## src/rtl/udp_transmit_pkg.sv

```systemverilog
// Shared types and IPv4 field helpers for the UDP transmit handler.
package udp_transmit_pkg;

    typedef enum logic [1:0] {
        S_IDLE                = 2'd0,
        S_FIND_EMPTY_QUE_SLOT = 2'd1,
        S_PUSH_DATA           = 2'd2
    } state_type;

    localparam int unsigned IPV4_FLAG_MF_BIT  = 13;
    localparam int unsigned IPV4_OFFSET_WIDTH = 13;
    localparam int unsigned IPV4_FIELD_WIDTH  = 16;
    localparam int unsigned BYTE_COUNT_WIDTH  = 16;

    // Flags word: reserved and DF bits stay 0, MF at bit 13, offset in [12:0].
    function automatic logic [IPV4_FIELD_WIDTH-1:0] ipv4_flags_word(
        input logic                         more_fragments,
        input logic [IPV4_OFFSET_WIDTH-1:0] offset
    );
        logic [IPV4_FIELD_WIDTH-1:0] word;
        word                                = '0;
        word[IPV4_FLAG_MF_BIT]              = more_fragments;
        word[IPV4_OFFSET_WIDTH-1:0]         = offset;
        return word;
    endfunction

endpackage

```

## src/rtl/udp_transmit_handler_cycle_timer.sv

```systemverilog
// Reloadable down-counter flagging expiry at zero; only built when
// UDP_TRANSMIT_TIMEOUT_EN is defined.
`ifdef UDP_TRANSMIT_TIMEOUT_EN
module cycle_timer #(
    parameter int unsigned WIDTH = 16
) (
    input  logic             i_clk,
    input  logic             i_rst_n,
    input  logic             i_reload,
    input  logic [WIDTH-1:0] i_limit,
    output logic             o_expired
);

    logic [WIDTH-1:0] r_count;

    always_ff @(posedge i_clk or negedge i_rst_n) begin
        if (!i_rst_n) begin
            r_count <= '0;
        end else if (i_reload) begin
            r_count <= i_limit;
        end else if (r_count != '0) begin
            r_count <= r_count - WIDTH'(1);
        end
    end

    assign o_expired = (r_count == '0);

endmodule
`endif

```

## src/rtl/udp_transmit_handler.sv

```systemverilog
// Round-robin UDP datagram source drain that splits datagrams into IPv4
// fragments and pushes them into free transmit-queue slots.
// Optional idle timeout: define UDP_TRANSMIT_TIMEOUT_EN.
module udp_transmit_handler
    import udp_transmit_pkg::*;
#(
    parameter int unsigned TRANSMIT_SLOTS         = 4,
    parameter int unsigned TRANSMIT_QUE_SLOTS     = 4,
    parameter int unsigned FRAGMENT_PAYLOAD_BYTES = 1480,
    parameter logic [15:0] TIMEOUT_LIMIT          = 16'h0010
) (
    input  logic                                 clock,
    input  logic                                 reset_n,
    input  logic [TRANSMIT_SLOTS-1:0]            enable,
    input  logic [TRANSMIT_SLOTS-1:0][7:0]       data,
    input  logic [TRANSMIT_SLOTS-1:0]            data_enable,
    input  logic [TRANSMIT_SLOTS-1:0]            data_last,
    input  logic [TRANSMIT_QUE_SLOTS-1:0]        que_slot_empty,
    input  logic [TRANSMIT_QUE_SLOTS-1:0]        que_ready,
    output logic [TRANSMIT_SLOTS-1:0]            data_ready,
    output logic [7:0]                           push_data,
    output logic [TRANSMIT_QUE_SLOTS-1:0]        push_data_valid,
    output logic [TRANSMIT_QUE_SLOTS-1:0]        push_data_last,
    output logic                                 header_valid,
    output logic [IPV4_FIELD_WIDTH-1:0]          ipv4_identification,
    output logic [IPV4_FIELD_WIDTH-1:0]          ipv4_flags,
    output logic                                 busy,
    output logic                                 abort
);

    localparam int unsigned SRC_W = (TRANSMIT_SLOTS > 1) ? $clog2(TRANSMIT_SLOTS) : 1;
    localparam int unsigned QUE_W = (TRANSMIT_QUE_SLOTS > 1) ? $clog2(TRANSMIT_QUE_SLOTS) : 1;
    localparam int unsigned OFS_W = IPV4_OFFSET_WIDTH;
    localparam int unsigned ID_W  = IPV4_FIELD_WIDTH;
    localparam int unsigned CNT_W = BYTE_COUNT_WIDTH;

    // Control state
    state_type              r_state;
    state_type              w_state_next;
    logic [SRC_W-1:0]       r_src_sel;
    logic [SRC_W-1:0]       w_src_sel_next;
    logic [QUE_W-1:0]       r_que_sel;
    logic [QUE_W-1:0]       w_que_sel_next;
    logic [ID_W-1:0]        r_id;
    logic [ID_W-1:0]        w_id_next;
    logic [OFS_W-1:0]       r_offset;
    logic [OFS_W-1:0]       w_offset_next;
    logic [CNT_W-1:0]       r_byte_count;
    logic [CNT_W-1:0]       w_byte_count_next;

    // Registered outputs and their next values
    logic [7:0]                    r_push_data;
    logic [7:0]                    w_push_data_next;
    logic [TRANSMIT_QUE_SLOTS-1:0] r_push_data_valid;
    logic [TRANSMIT_QUE_SLOTS-1:0] w_push_data_valid_next;
    logic [TRANSMIT_QUE_SLOTS-1:0] r_push_data_last;
    logic [TRANSMIT_QUE_SLOTS-1:0] w_push_data_last_next;
    logic                          r_header_valid;
    logic                          w_header_valid_next;
    logic [ID_W-1:0]               r_ipv4_identification;
    logic [ID_W-1:0]               w_ipv4_identification_next;
    logic [ID_W-1:0]               r_ipv4_flags;
    logic [ID_W-1:0]               w_ipv4_flags_next;
    logic                          r_abort;
    logic                          w_abort_next;

    logic                          w_pop;
    logic                          w_boundary;
    logic                          w_close_last;
    logic                          w_close_frag;
    logic                          w_timeout;
    logic [SRC_W-1:0]              w_src_sel_inc;
    logic [QUE_W-1:0]              w_que_sel_inc;
    logic [TRANSMIT_QUE_SLOTS-1:0] w_que_onehot;
    logic [TRANSMIT_SLOTS-1:0]     w_src_onehot;

    assign w_src_sel_inc = (r_src_sel == SRC_W'(TRANSMIT_SLOTS - 1)) ? '0 : r_src_sel + SRC_W'(1);
    assign w_que_sel_inc = (r_que_sel == QUE_W'(TRANSMIT_QUE_SLOTS - 1)) ? '0 : r_que_sel + QUE_W'(1);
    assign w_que_onehot  = TRANSMIT_QUE_SLOTS'(1) << r_que_sel;
    assign w_src_onehot  = TRANSMIT_SLOTS'(1) << r_src_sel;

    // A byte moves only when the source has one and the chosen queue slot can take it.
    assign w_pop        = (r_state == S_PUSH_DATA) && data_enable[r_src_sel] && que_ready[r_que_sel];
    assign w_boundary   = (r_byte_count == CNT_W'(FRAGMENT_PAYLOAD_BYTES - 1));
    assign w_close_last = w_pop && data_last[r_src_sel];
    assign w_close_frag = w_pop && !data_last[r_src_sel] && w_boundary;

`ifdef UDP_TRANSMIT_TIMEOUT_EN
    logic w_timer_reload;
    logic w_timer_expired;

    assign w_timer_reload = w_pop ||
                            ((r_state != S_PUSH_DATA) && (w_state_next == S_PUSH_DATA));

    cycle_timer #(
        .WIDTH (16)
    ) timeout_cycle_timer (
        .i_clk     (clock),
        .i_rst_n   (reset_n),
        .i_reload  (w_timer_reload),
        .i_limit   (TIMEOUT_LIMIT),
        .o_expired (w_timer_expired)
    );

    assign w_timeout = (r_state == S_PUSH_DATA) && !w_pop && w_timer_expired;
`else
    logic w_unused_timeout_limit;

    assign w_unused_timeout_limit = ^TIMEOUT_LIMIT;
    assign w_timeout              = 1'b0;
`endif

    // State and datapath registers
    always_ff @(posedge clock or negedge reset_n) begin
        if (!reset_n) begin
            r_state      <= S_IDLE;
            r_src_sel    <= '0;
            r_que_sel    <= '0;
            r_id         <= '0;
            r_offset     <= '0;
            r_byte_count <= '0;
        end else begin
            r_state      <= w_state_next;
            r_src_sel    <= w_src_sel_next;
            r_que_sel    <= w_que_sel_next;
            r_id         <= w_id_next;
            r_offset     <= w_offset_next;
            r_byte_count <= w_byte_count_next;
        end
    end

    // Next-state and pointer logic
    always_comb begin
        w_state_next      = r_state;
        w_src_sel_next    = r_src_sel;
        w_que_sel_next    = r_que_sel;
        w_id_next         = r_id;
        w_offset_next     = r_offset;
        w_byte_count_next = r_byte_count;

        case (r_state)
            S_IDLE: begin
                if (enable[r_src_sel]) begin
                    w_state_next   = S_FIND_EMPTY_QUE_SLOT;
                    w_que_sel_next = '0;
                    w_offset_next  = '0;
                end else begin
                    w_src_sel_next = w_src_sel_inc;
                end
            end
            S_FIND_EMPTY_QUE_SLOT: begin
                if (que_slot_empty[r_que_sel]) begin
                    w_state_next      = S_PUSH_DATA;
                    w_byte_count_next = '0;
                end else begin
                    w_que_sel_next = w_que_sel_inc;
                end
            end
            S_PUSH_DATA: begin
                // data_last wins over the payload boundary, so no empty trailing fragment.
                if (w_close_last || w_timeout) begin
                    w_state_next   = S_IDLE;
                    w_id_next      = r_id + ID_W'(1);
                    w_src_sel_next = w_src_sel_inc;
                end else if (w_close_frag) begin
                    w_state_next   = S_FIND_EMPTY_QUE_SLOT;
                    w_que_sel_next = '0;
                    w_offset_next  = r_offset + OFS_W'(FRAGMENT_PAYLOAD_BYTES / 8);
                end else if (w_pop) begin
                    w_byte_count_next = r_byte_count + CNT_W'(1);
                end
            end
            default: begin
                w_state_next = S_IDLE;
            end
        endcase
    end

    // Output next values; header fields hold between closing fragments
    always_comb begin
        w_push_data_next           = r_push_data;
        w_push_data_valid_next     = '0;
        w_push_data_last_next      = '0;
        w_header_valid_next        = 1'b0;
        w_ipv4_identification_next = r_ipv4_identification;
        w_ipv4_flags_next          = r_ipv4_flags;
        w_abort_next               = 1'b0;

        if (w_pop) begin
            w_push_data_next       = data[r_src_sel];
            w_push_data_valid_next = w_que_onehot;
        end
        if (w_close_last || w_close_frag) begin
            w_push_data_last_next      = w_que_onehot;
            w_header_valid_next        = 1'b1;
            w_ipv4_identification_next = r_id;
            w_ipv4_flags_next          = ipv4_flags_word(w_close_frag, r_offset);
        end
        if (w_timeout) begin
            w_push_data_last_next      = w_que_onehot;
            w_header_valid_next        = 1'b1;
            w_ipv4_identification_next = r_id;
            w_ipv4_flags_next          = ipv4_flags_word(1'b0, r_offset);
            w_abort_next               = 1'b1;
        end
    end

    always_ff @(posedge clock or negedge reset_n) begin
        if (!reset_n) begin
            r_push_data           <= '0;
            r_push_data_valid     <= '0;
            r_push_data_last      <= '0;
            r_header_valid        <= 1'b0;
            r_ipv4_identification <= '0;
            r_ipv4_flags          <= '0;
            r_abort               <= 1'b0;
        end else begin
            r_push_data           <= w_push_data_next;
            r_push_data_valid     <= w_push_data_valid_next;
            r_push_data_last      <= w_push_data_last_next;
            r_header_valid        <= w_header_valid_next;
            r_ipv4_identification <= w_ipv4_identification_next;
            r_ipv4_flags          <= w_ipv4_flags_next;
            r_abort               <= w_abort_next;
        end
    end

    assign data_ready          = w_pop ? w_src_onehot : '0;
    assign push_data           = r_push_data;
    assign push_data_valid     = r_push_data_valid;
    assign push_data_last      = r_push_data_last;
    assign header_valid        = r_header_valid;
    assign ipv4_identification = r_ipv4_identification;
    assign ipv4_flags          = r_ipv4_flags;
    assign busy                = (r_state != S_IDLE);
    assign abort               = r_abort;

endmodule
```

## config.mk

```make
export PLATFORM = sky130hd
export DESIGN_NAME = udp_transmit_handler
export DESIGN_NICKNAME = d
export VERILOG_FILES = /design/src/rtl/udp_transmit_pkg.sv /design/src/rtl/udp_transmit_handler_cycle_timer.sv /design/src/rtl/udp_transmit_handler.sv
export SDC_FILE = /design/constraint.sdc
export NUM_CORES = 1
export LEC_CHECK = 0
export CAP_MARGIN = 10
export CORE_UTILIZATION = 45
export CTS_CLUSTER_DIAMETER = 150
export DETAILED_ROUTE_END_ITERATION = 10
export PLACE_DENSITY = 0.73
export REMOVE_ABC_BUFFERS = 1
export SLEW_MARGIN = 20
export SYNTH_ARGS = -nofsm -noshare
export SYNTH_HDL_FRONTEND = slang
export SYNTH_SLANG_ARGS = --single-unit
```

## constraint.sdc

```tcl
create_clock -name clock -period 4.52 [get_ports clock]
set_clock_uncertainty 0.15 [all_clocks]
set_input_delay 0.904 -clock clock [delete_from_list [all_inputs] [get_ports clock]]
set_output_delay 0.904 -clock clock [all_outputs]
set_load 0.03 [all_outputs]
```

==> results.md, run 1 <==
* Status: finished, final reports clean
* Area leader, netlist: dfrtp_1
* Routed vias at 3923
* GRT busiest layer: met2
* Final net count at approximately 660
* Fin. Hold Viols at 0
* Design Power at between 2 and 3 mW
* Sequential element share of the synthesized area at roughly 50%
* # setup viols final at 0
* Synth warn at 0
* Maxcap violations at 0
* Clock transition at the registers of the reported paths at about 0.090 ns
* Setup crit start: data_enable[3]
* Most frequent CP cell: clkdlybuf4s50_1
* Worst EP required at 3.47 ns
* Synth area leaders: dfrtp_1 50%, nand2_1 10%, mux4_2 6.0%
* Crit path kind: in2out
* 1st-pass router iterations at 5
* P_leak at approximately 2.9 nW
* First-pass GRT wire length at 17630 um
* R2R Path End: r_byte_count[2]
* CTS sink cnt at slightly below 100
* VDD IR max at 0.2270 mV
* Gpl congestion at about 0.89
* DRC at 0
* Starting DRT DRC Count at between 200 and 300
* Dominant synthesized flop cell: dfrtp_1
* Grt met3 use at a little under 5%
* Final period util at around 86%
* Setup crit end kind: primary output
* Die outline width at around 110 um
* HP Start: ipv4_flags[4]
* Wirelength per Cell at 14.69 um
* CTS buffer count at 9
* Most frequent cells in the layout: 135 x nand2_1, 104 x clkdlybuf4s50_1, 98 x dfrtp_1
* CP Buf/Inv Count at 2
* Critical Path Stages at 5
* Post-synth EDFFs at 0
* Die Y at around 110 um
* Core area at roughly 0.010 mm^2
* GRT Total Usage at between 10% and 20%
* Final design utilization at between 50% and 60%
* Crit path capture: data_ready[0]
* Post-CTS sizing at 0
* RSZ-0062 raised after global routing: no
* Total grt overflow at 0
* CTS Hold Bufs at 0
* HP Class: reg2reg
* Full die area at 0.01128 mm^2
* Worst-case reg-to-reg path depth at 5
* Met2 Resource Use GR at 32.24%
* Clock buffer depth at 2
* Critical-path top delay cell: clkdlybuf4s50_1
* Filler cell count at just over 900
* Post-synthesis instance total at 488
* Cell area power density at roughly 420 mW/mm^2
* Max Clock Freq at between 200 and 300 MHz
* Final WL at 10740 um
* CP delay by family, top: buffers and inverters
* Share of cells above drive strength 1 at between 8 and 9%
* Syn_area_per_cell at between 10 and 15 um^2
* Max-slew violations at 0
* Yosys top cell area share at approximately half
* Most common cell after layout, fill and taps aside: nand2_1
* TritonCTS clock tree: built
* FF-to-FF Start: r_src_sel[1]
* Cell row count at 37
* Vias in the first global route at ~3700
* Post-route ant nets at 0
* Worst path max stage delay at ~0.6 ns
* Via/cell ratio at between 5 and 6
* Worst-margin pin slew at between 0.8 and 0.9 ns
* Worst Setup Start Kind: input port
* Root Buffer: clkbuf_8
* Mapped Area at slightly below 0.005 mm^2
* Critical path peak fanout at 5
* Cell variety after synth at 57
* Seq cells post-synth at 98
* Worst Hold Depth at 2
* Synth-to-Final Area Change at 26.78%
* H-tree depth at 3
* Slew headroom at about 45%
* Post-CTS Setup Bufs at 0
* Initial antenna violation count at 0
* HPWL after detailed placement at 7862 um
* Initial core utilization at a little under half
* Final TNS setup at 0 ns
* Diode count at 0
* Ys async rst share at 100.0%
* Worst EP arrival at between 2 and 3 ns
* Minimum clock period at 3.876 ns
* IO Count at between 100 and 150
* Met1 Use GR at 25.95%
* Port bufs at around 110
* Worst-Skew Late Latency at between 0.3 and 0.4 ns
* Pin count of the biggest net entering global routing at 70
* Worst path cell trace: clkdlybuf4s50_1, mux4_2, and3_1, and2_1, clkdlybuf4s50_1
* R2R Setup Slk at about 1.6 ns
cell families after synthesis:
family,synth area share [%]
buffers and inverters,4.327
AOI/OAI and AO/OA,9.985
and+or+nand+nor,22.68
muxes,6.887
adders and majority gates,2.816
other,0.07673
xor gates and xnor gates,3.047
DFF,50.18
stage by stage:
stage,instances,worst slack (ns),hold WS [ns],area (um^2)
2_1_floorplan,469,1.310,0.2953,4755
3_3_place_gp,715,0.6643,0.3073,6011
3_5_place_dp,715,0.6559,0.3128,6011
4_1_cts,731,0.6468,0.3356,6196
5_1_grt,731,0.5847,0.3532,6196
6_report,731,0.6442,0.3294,6196
Yosys cell counts, types with 2 or more instances:
| library cell | instances |
|---|---|
| nor2_1 | 15 |
| and4_1 | 3 |
| clkbuf_1 | 5 |
| o22a_1 | 3 |
| a21oi_1 | 13 |
| nor3_1 | 11 |
| o21ai_0 | 18 |
| or3_1 | 9 |
| mux4_2 | 13 |
| nor2b_1 | 3 |
| a221o_1 | 2 |
| mux2_2 | 3 |
| xnor2_1 | 10 |
| nand2_1 | 135 |
| buf_4 | 4 |
| buf_6 | 5 |
| o31ai_1 | 2 |
| inv_2 | 2 |
| and3_1 | 7 |
| nor3_2 | 2 |
| nand3_2 | 2 |
| a22o_1 | 2 |
| buf_2 | 7 |
| nand3_1 | 15 |
| nor4_1 | 8 |
| a21o_1 | 5 |
| o21ai_1 | 7 |
| a31oi_1 | 3 |
| xor2_1 | 7 |
| a211o_1 | 4 |
| dfrtp_1 | 98 |
| o22ai_1 | 2 |
| inv_1 | 17 |
| nand4_1 | 7 |
| ha_1 | 11 |
| and2_1 | 5 |
| o21a_1 | 3 |
where the power goes:
part | internal, mW | total [mW] | leakage, nW | switching, mW
clock network | 0.214 | 0.545 | 0.0953 | 0.330
logic | 0.406 | 0.954 | 1.43 | 0.548
registers | 0.977 | 1.09 | 1.34 | 0.113
worst min-delay path by stage:
| stage | end | slack (ns) |
|---|---|---|
| floorplan | r_id[15] | 0.30 |
| global placement | push_data[5] | 0.31 |
| detailed placement | ipv4_identification[5] | 0.31 |
| CTS | ipv4_identification[5] | 0.34 |
| global route | ipv4_identification[2] | 0.35 |
| finish | ipv4_flags[4] | 0.33 |
state kept, by name, summed over array words and instances, names as in the netlist:
| signal | count |
|---|---|
| header_valid | 1 |
| ipv4_flags | 14 |
| ipv4_identification | 16 |
| push_data | 8 |
| push_data_last | 4 |
| push_data_valid | 4 |
| r_byte_count | 16 |
| r_id | 16 |
| r_offset | 13 |
| r_que_sel | 2 |
| r_src_sel | 2 |
| r_state | 2 |
worst reg2reg max path, stage by stage, from the launching register on:
cell	delay [ns]
dfrtp_1	0.73
mux4_2	0.37
nand3_1	0.51
a21oi_1	0.45
o21ai_2	0.20
a221o_1	0.38
routing by layer:
metal | part of all wire [%] | vias to the layer above | wire [um]
met5 | 0 | - | 0
met4 | 1.9 | 0 | 199
met3 | 7.2 | 17 | 773
met2 | 47 | 142 | 5096
met1 | 43 | 1877 | 4672
li1 | - | 1887 | -
area by class of cell:
type	count	area [um^2]	area share [%]
Clock buffer	10	127.6	2.060
Clock inverter	6	57.56	0.9289
Inverter	19	71.32	1.151
Multi-Input combinational cell	352	2231	36.01
Sequential cell	98	2452	39.58
Tap cell	136	170.2	2.746
Timing Repair Buffer	110	1086	17.53
Power figures use the tool's default switching activity.
==> run 2, diff against run 1 <==
--- a/config.mk
+++ b/config.mk
@@ -6,6 +6,7 @@
 export NUM_CORES = 1
 export LEC_CHECK = 0
 export CAP_MARGIN = 10
+export CORE_MARGIN = 10
 export CORE_UTILIZATION = 45
 export CTS_CLUSTER_DIAMETER = 150
 export DETAILED_ROUTE_END_ITERATION = 10
==> run 2 against run 1 <==
  * Worst setup slack worse by 0.024 ns
  * Count of clock-buffer cells in the layout shrank 1
  * Global-route usage down 5.0 points
  * First-iteration DRC count rose by 2.1%
  * Highest routed layer unchanged
  * Critical endpoint is now data_ready[1]
  * Utilization is 0.30 points higher
  * Sequential share of layout area is 0.37 points lower
  * Critical path depth unchanged
  * Cell count is the same
==> results.md, run 2 (synthesis results as in run 1) <==
* Port bufs at between 100 and 150
* Worst Hold End: push_data[2]
* Pin count of the biggest net entering global routing at between 80 and 90
* R2R Path End: ipv4_flags[4]
* Vias in the first global route at between 4000 and 5000
* Worst Setup Start Kind: input port
* Full die area at 0.01543 mm^2
* Design Power at about 2.7 mW
* Most common cell after layout, fill and taps aside: nand2_1
* Synth-to-Final Area Change at 27.98%
* Max Clock Freq at approximately 260 MHz
* Final design utilization at ~60%
* Final period util at between 80% and 90%
* HP Class: reg2reg
* DRC at 0
* Status: finished, final reports clean
* Fin. Hold Viols at 0
* Diode count at 0
* CP delay by family, top: buffers and inverters
* # setup viols final at 0
* Starting DRT DRC Count at 287
* Initial antenna violation count at 0
* IO Count at approximately 110
* Wirelength per Cell at ~16 um
* Post-CTS sizing at 0
* Die outline width at approximately 120 um
* CTS buffer count at 9
* Worst EP required at around 3.5 ns
* Cell area power density at between 400 and 500 mW/mm^2
* Worst-Skew Late Latency at 0.37 ns
* Max-slew violations at 0
* Maxcap violations at 0
* Worst-case reg-to-reg path depth at 6
* Critical-path top delay cell: clkdlybuf4s50_1
* Total grt overflow at 0
* Post-placement cell area at ~0.0060 mm^2
* H-tree depth at 3
* Die Y at between 100 and 150 um
* Post-place setup slack at around 0.64 ns
* Most frequent CP cell: clkdlybuf4s50_1
* Final TNS setup at 0 ns
* FF-to-FF Start: r_src_sel[0]
* Worst path cell trace: clkdlybuf4s50_1, mux4_2, and3_1, and2_1, clkdlybuf4s50_1
* 1st-pass router iterations at 4
* Layout Cell Area excl Fill at 0.006255 mm^2
* HP Start: push_data[2]
* TritonCTS clock tree: built
* Share of cells above drive strength 1 at under 10%
* Minimum clock period at between 3 and 4 ns
* Final net count at approximately 660
* P_leak at between 2 and 3 nW
* Core area at around 0.010 mm^2
* Clock buffer depth at 2
* Crit path setup slack, layout at about 0.62 ns
* Worst EP arrival at around 2.9 ns
* VDD IR max at ~0.23 mV
* HPWL after detailed placement at ~8600 um
* RSZ-0062 raised after global routing: no
* Initial core utilization at between 40 and 50%
* Worst-margin pin slew at between 0.7 and 0.8 ns
* Critical path peak fanout at 5
* Post-route ant nets at 0
* Root Buffer: clkbuf_8
* Worst Hold Depth at 2
* Via/cell ratio at between 5 and 6
* Crit path kind: in2out
* Gpl congestion at between 0.8 and 0.9
* Final WL at 11450 um
* CTS Hold Bufs at 0
* Routed vias at approximately 3900
* CP Buf/Inv Count at 2
* CTS sink cnt at 98
* First-pass GRT wire length at roughly 20000 um
* Setup crit end kind: primary output
* Cell row count at 37
* Clock transition at the registers of the reported paths at roughly 0.09 ns
* R2R Setup Slk at about 1.6 ns
* Slew headroom at between 50% and 60%
* Most frequent cells in the layout: 135 x nand2_1, 104 x clkdlybuf4s50_1, 98 x dfrtp_1
* Post-CTS Setup Bufs at 0
* GRT Total Usage at between 10% and 20%
* Worst path max stage delay at between 0.5 and 0.6 ns
run 2: cell types whose count changed in the layout (fill, tap and decap cells not counted), sizes merged:
cell,before,now
bufinv,0,3
inv,23,20
clkbuf,10,9
clkinvlp,0,1
run 2: power breakdown:
group          internal (mW)  switching, mW
clock                  0.367          0.307
combinational          0.406          0.546
sequential             0.977          0.113
total                   1.75          0.966
run 2: how the worst max path moves through the flow:
stage,from,endpoint,slack [ns],depth (start not counted)
global route,data_enable[0],data_ready[2],0.55,5
CTS,que_ready[0],data_ready[1],0.63,5
detailed placement,que_ready[0],data_ready[0],0.64,5
floorplan,data_enable[3],data_ready[0],1.31,3
global placement,que_ready[0],data_ready[0],0.64,5
finish,que_ready[0],data_ready[1],0.62,5
run 2: area by class of cell:
| cell class | instances | area, um^2 |
|---|---|---|
| fill | 942 | 4208 |
| sequential | 98 | 2452 |
| multi-input combinational | 352 | 2231 |
| timing repair buffer | 110 | 1090 |
| tap | 136 | 170.2 |
| clock buffer | 9 | 123.9 |
| clock inverter | 7 | 116.4 |
| inverter | 19 | 71.32 |
run 2: metrics by stage:
step,cells,hold WS (ns)
6_report,731,0.3251
5_1_grt,731,0.3577
4_1_cts,731,0.3320
3_5_place_dp,715,0.3118
3_3_place_gp,715,0.3069
2_1_floorplan,469,0.2953
run 2: worst reg2reg max path: cells and delay by family, from the launching register on:
family	cells	cell delay [ns]
buf+inv	2	0.67
compound gates	1	0.64
flops	1	0.33
mux	1	0.72
simple gates	2	0.27
run 2: routing by layer:
layer	share of wire (%)	vias up	routed length (um)	global-route usage, %
met4	1.3	0	154	4.772
met1	44	1864	5014	18.12
met5	0	-	0	0
li1	-	1888	-	-
met2	47	118	5358	23.77
met3	8.1	14	927	5.565
